### src/rtl/bist_sequencer.sv
// bist_sequencer: sweeps every (polynomial, seed) pair through the LFSR/MISR
// test path. It applies PATTERNS vectors per pair and then compares the
// accumulated MISR signature against GOLDEN_SIG.
// Optional feature: define BIST_ABORT_EN to add the `abort` input, which ends
// a run early (INIT or RUN only) with pass=0.
// All outputs are registered; they are decoded from the next state.
module bist_sequencer #(
    parameter int                 N_POLYS    = 2,
    parameter int                 N_SEEDS    = 4,
    parameter int                 PATTERNS   = 32,
    parameter int                 SIG_W      = 16,
    parameter logic [SIG_W-1:0]   GOLDEN_SIG = {SIG_W{1'b0}},
    localparam int                PS_W = (N_POLYS  > 1) ? $clog2(N_POLYS)  : 1,
    localparam int                SS_W = (N_SEEDS  > 1) ? $clog2(N_SEEDS)  : 1,
    localparam int                PC_W = (PATTERNS > 1) ? $clog2(PATTERNS) : 1
) (
    input  logic             clk,
    input  logic             rst,
    input  logic             start,
`ifdef BIST_ABORT_EN
    input  logic             abort,
`endif
    input  logic [SIG_W-1:0] misr_sig,
    output logic             bist_out,
    output logic             init,
    output logic             misr_en,
    output logic [PS_W-1:0]  poly_sel,
    output logic [SS_W-1:0]  seed_sel,
    output logic             bist_end,
    output logic             finish,
    output logic             pass
);

    typedef enum logic [2:0] {
        S_IDLE    = 3'd0,
        S_INIT    = 3'd1,
        S_RUN     = 3'd2,
        S_COMPARE = 3'd3,
        S_DONE    = 3'd4
    } state_t;

    localparam logic [PS_W-1:0] POLY_LAST = PS_W'(N_POLYS - 1);
    localparam logic [SS_W-1:0] SEED_LAST = SS_W'(N_SEEDS - 1);
    localparam logic [PC_W-1:0] PAT_LAST  = PC_W'(PATTERNS - 1);

    state_t          r_state;
    state_t          w_next_state;
    logic            r_start_q;
    logic [PC_W-1:0] r_pat_cnt;
    logic [PS_W-1:0] r_poly;
    logic [SS_W-1:0] r_seed;
    logic            r_bist_out;
    logic            r_init;
    logic            r_misr_en;
    logic            r_bist_end;
    logic            r_finish;
    logic            r_pass;

    logic w_start_rise;
    logic w_abort;
    logic w_last_pat;
    logic w_last_seed;
    logic w_last_poly;
    logic w_next_session;
    logic w_restart;

    assign w_start_rise = start & ~r_start_q;
`ifdef BIST_ABORT_EN
    assign w_abort = abort;
`else
    assign w_abort = 1'b0;
`endif
    assign w_last_pat  = (r_pat_cnt == PAT_LAST);
    assign w_last_seed = (r_seed == SEED_LAST);
    assign w_last_poly = (r_poly == POLY_LAST);

    // Moving from one session to the next advances the (poly, seed) indices
    assign w_next_session = (r_state == S_RUN) && (w_next_state == S_INIT);
    // A restart from DONE begins a fresh sweep from (0,0)
    assign w_restart      = (r_state == S_DONE) && (w_next_state == S_INIT);

    // Next-state logic: start edges matter only in IDLE and DONE
    always_comb begin
        w_next_state = r_state;
        case (r_state)
            S_IDLE: begin
                if (w_start_rise) w_next_state = S_INIT;
                else              w_next_state = S_IDLE;
            end
            S_INIT: begin
                if (w_abort) w_next_state = S_DONE;
                else         w_next_state = S_RUN;
            end
            S_RUN: begin
                if (w_abort)                        w_next_state = S_DONE;
                else if (!w_last_pat)               w_next_state = S_RUN;
                else if (w_last_seed && w_last_poly) w_next_state = S_COMPARE;
                else                                w_next_state = S_INIT;
            end
            S_COMPARE: w_next_state = S_DONE;
            S_DONE: begin
                if (w_start_rise) w_next_state = S_INIT;
                else              w_next_state = S_DONE;
            end
            default: w_next_state = S_IDLE;
        endcase
    end

    // State, counters, indices and registered outputs
    always_ff @(posedge clk) begin
        if (rst) begin
            r_state    <= S_IDLE;
            r_start_q  <= 1'b0;
            r_pat_cnt  <= {PC_W{1'b0}};
            r_poly     <= {PS_W{1'b0}};
            r_seed     <= {SS_W{1'b0}};
            r_bist_out <= 1'b0;
            r_init     <= 1'b0;
            r_misr_en  <= 1'b0;
            r_bist_end <= 1'b0;
            r_finish   <= 1'b0;
            r_pass     <= 1'b0;
        end else begin
            r_state   <= w_next_state;
            r_start_q <= start;

            if ((r_state == S_RUN) && (w_next_state == S_RUN)) begin
                r_pat_cnt <= r_pat_cnt + PC_W'(1);
            end else begin
                r_pat_cnt <= {PC_W{1'b0}};
            end

            if (w_restart) begin
                r_poly <= {PS_W{1'b0}};
                r_seed <= {SS_W{1'b0}};
            end else if (w_next_session && !w_last_seed) begin
                r_seed <= r_seed + SS_W'(1);
            end else if (w_next_session) begin
                r_seed <= {SS_W{1'b0}};
                r_poly <= r_poly + PS_W'(1);
            end else begin
                r_poly <= r_poly;
                r_seed <= r_seed;
            end

            r_init     <= (w_next_state == S_INIT);
            r_bist_out <= (w_next_state == S_INIT) || (w_next_state == S_RUN);
            r_misr_en  <= (w_next_state == S_RUN);
            r_bist_end <= (w_next_state == S_DONE);
            r_finish   <= (w_next_state == S_DONE) && (r_state != S_DONE);

            // pass is captured in COMPARE; an abort entry to DONE forces it low
            if (r_state == S_COMPARE) begin
                r_pass <= (misr_sig == GOLDEN_SIG);
            end else if ((w_next_state == S_INIT) ||
                         ((w_next_state == S_DONE) && (r_state != S_DONE))) begin
                r_pass <= 1'b0;
            end else begin
                r_pass <= r_pass;
            end
        end
    end

    assign bist_out = r_bist_out;
    assign init     = r_init;
    assign misr_en  = r_misr_en;
    assign poly_sel = r_poly;
    assign seed_sel = r_seed;
    assign bist_end = r_bist_end;
    assign finish   = r_finish;
    assign pass     = r_pass;

endmodule

### config.mk
export PLATFORM = sky130hd
export DESIGN_NAME = bist_sequencer
export DESIGN_NICKNAME = d
export VERILOG_FILES = /design/src/rtl/bist_sequencer.sv
export SDC_FILE = /design/constraint.sdc
export NUM_CORES = 1
export LEC_CHECK = 0
export CAP_MARGIN = 10
export CORE_ASPECT_RATIO = 1.25
export CORE_MARGIN = 2
export CORE_UTILIZATION = 38
export DETAILED_ROUTE_END_ITERATION = 10
export HOLD_SLACK_MARGIN = 0.12
export PLACE_DENSITY = 0.76
export SLEW_MARGIN = 40
export SYNTH_ARGS = -nofsm -noshare
export SYNTH_HDL_FRONTEND = slang
export SYNTH_SLANG_ARGS = --single-unit
export TNS_END_PERCENT = 30
### constraint.sdc
create_clock -name clk -period 1.7 [get_ports clk]
set_clock_uncertainty 0.1 [all_clocks]
set_input_delay 0.34 -clock clk [delete_from_list [all_inputs] [get_ports clk]]
set_output_delay 0.34 -clock clk [all_outputs]
set_load 0.01 [all_outputs]
==> qor.yml <==
fmax_mhz: 608
async_flop_share_pct: 0
die_h_um: 53.9
synth_flop_cell: "dfxtp_1"
cts_tree: "yes"
hold_path_class: "reg -> reg"
seq_area_frac_synth_pct: 47.7
holdWs_ns: 0.396
ff2ff_path_depth: 6
cts_buffer_depth: 2
synthTopCellsByCount: "dfxtp_1, nor2_1, a21oi_1, nor4_1"
finalNonFillerCells: 137
port_buffers: 27
rows: 18
fin_crit_sh_pct: 96.7
p_leak_nw: 0.474
vdd_drop_max_mv: 0.421
firstDrtPassIters: 4
synth_cells: 79
crit_type: "reg -> out"
max_slew.worst_pin.slew_ns: 0.388
path_depth: 1
cp-endpoint: "poly_sel"
grt_pass1_vias: 725
end_kind: "output port"
final_area_mm2: 0.00121
place.gp.congestion: 0.818
synth_area_leaders: "dfxtp_1, ha_1, nor2_1"
start_util_pct: 39.0
cts-root-buf: "clkbuf_4"
synth_cell_type_count: 35
drc: 0
r2r-end: "seed_sel[0]"
ys_ff_latch: 18
status: "completed"
via_per_inst: 5.43
timing.setup.tns_ns: 0
cp.required_ns: 1.26
dp_hpwl_um: 1360
synthesis.area_um2: 756
cts.sinks: 18
setup_viol: 0
grt_pass1_wl_um: 2910
ioPinCount: 28
vias: 744
grt_use_total_pct: 17.1
grt_max_degree: 11
final_util_pct: 62.5
path_cells: "clkdlybuf4s50_1"
synth_nets: 101
r2r_slack_ns: 0.07
r2r-start: "r_pat_cnt[0]"
placement.cell_area_mm2: 0.00111
cp_top_family: "buffers and inverters"
relSlewSlack_pct: 73.7
crit_arrival_ns: 1.20
die_w_um: 43.9
startpoint_type: "flip-flop"
syn_avg_cell_area_um2: 9.57
ant_nets: 0
avgRoutedWirePerCell_um: 12.9
crit_start: "poly_sel"
cts_buffers: 3
yosysWarnings: 0
clk_latency_ns: 0.28
synth_edf_count: 0
antenna_found_initial: 0
synth.most_common_cell: "dfxtp_1"
wirelength_um: 1760
n_antenna_cell: 0
crit_slowest_cell: "clkdlybuf4s50_1"
cp_max_fo: 4
fp.coreArea_mm2: 0.00194
cts_max_level: 1
yosysTopAreaCellShare_pct: 47.7
cp_slowest_stage_delay_ns: 0.54
drv_cap: 0
syn2layout_area_growth_pct: 60.1
gr-total-overflow: 0
drv_slew: 0
drive_gt1_share_pct: 24.8
synth_top_area_cell: "dfxtp_1"
period_needed_ns: 1.64
final_nets: 140
dp.cells: 133
postCtsSetupRepairBufs: 0
drt_iter0_drc: 12
clkTransAtPathRegs_ns: 0.10
pwr_density_cell_mw_per_mm2: 677
hold_violations: 0
fillers: 176
crit_buf_inv: 1
dieArea_mm2: 0.00236
per-stage QoR:
stage | setup WS [ns] | total power [W]
2_1_floorplan | 0.0342 | 0.000493
3_3_place_gp | 0.00544 | 0.000562
3_5_place_dp | -0.0368 | 0.000565
4_1_cts | -0.00461 | 0.000826
5_1_grt | -0.0208 | 0.000853
6_report | 0.0562 | 0.000819
worst min path at each step:
stage                 startpoint      endpoint  cells after the start
floorplan           r_pat_cnt[0]  r_pat_cnt[0]                      1
global placement     seed_sel[1]   seed_sel[1]                      2
detailed placement   seed_sel[1]   seed_sel[1]                      2
CTS                  seed_sel[1]   seed_sel[1]                      2
global route         seed_sel[1]   seed_sel[1]                      2
finish               seed_sel[1]   seed_sel[1]                      2
sequential cells by signal, indices dropped and copies added, names as in the netlist:
name / cells
bist_out: 1
misr_en: 1
r_start_q: 1
init: 1
r_pat_cnt: 5
seed_sel: 2
bist_end: 1
finish: 1
poly_sel: 1
r_state: 3
pass: 1
per-layer routing:
| metal | share of wire (%) | track usage, % | up-vias |
|---|---|---|---|
| li1 | - | - | 365 |
| met5 | 0 | 0 | - |
| met1 | 38 | 16.9 | 347 |
| met3 | 6.1 | 2.35 | 4 |
| met4 | 1.8 | 10.6 | 0 |
| met2 | 54 | 32.8 | 28 |
power breakdown:
part	leakage [nW]	switching (W)	internal, W	total, W
combinational	0.305	0.0000437	0.0000747	0.000118
clock	0.0210	0.000126	0.000130	0.000256
sequential	0.148	0.0000105	0.000434	0.000444
placed cells by master (no fill, tap or decap), types with 2 or more instances in the layout:
cell type	count
nor4_1	5
clkdlybuf4s50_1	26
nand3_1	3
buf_4	9
nor2_2	2
a21oi_1	6
dfxtp_2	4
and2_1	2
dfxtp_1	14
nor2b_1	3
nor2_1	8
clkbuf_4	3
cells by family after synthesis:
logic type | after synthesis | share of synthesized area (%)
AO/OA/AOI/OAI | 17 | 14.9
XOR/XNOR | 2 | 2.32
adder cells (fa/ha/maj) | 3 | 4.97
buffers and inverters | 3 | 1.65
AND/OR/NAND/NOR | 36 | 28.5
flip-flops | 18 | 47.7
layout make-up:
class / count / area [µm²] / share of cell area [%]
inverter: 1 / 3.75 / 0.310
sequential: 18 / 365 / 30.2
tap: 20 / 25.0 / 2.07
multi-input combinational: 58 / 439 / 36.3
timing repair buffer: 36 / 340 / 28.1
clock buffer: 4 / 36.3 / 3.00
what timing repair did:
item,4_1_cts,5_1_grt
gates resized for setup,3,13
endpoints found under the hold margin,0,0
pin swaps,1,2
hold buffers,0,0
setup endpoints to repair,4,13
Power figures use the tool's default switching activity.
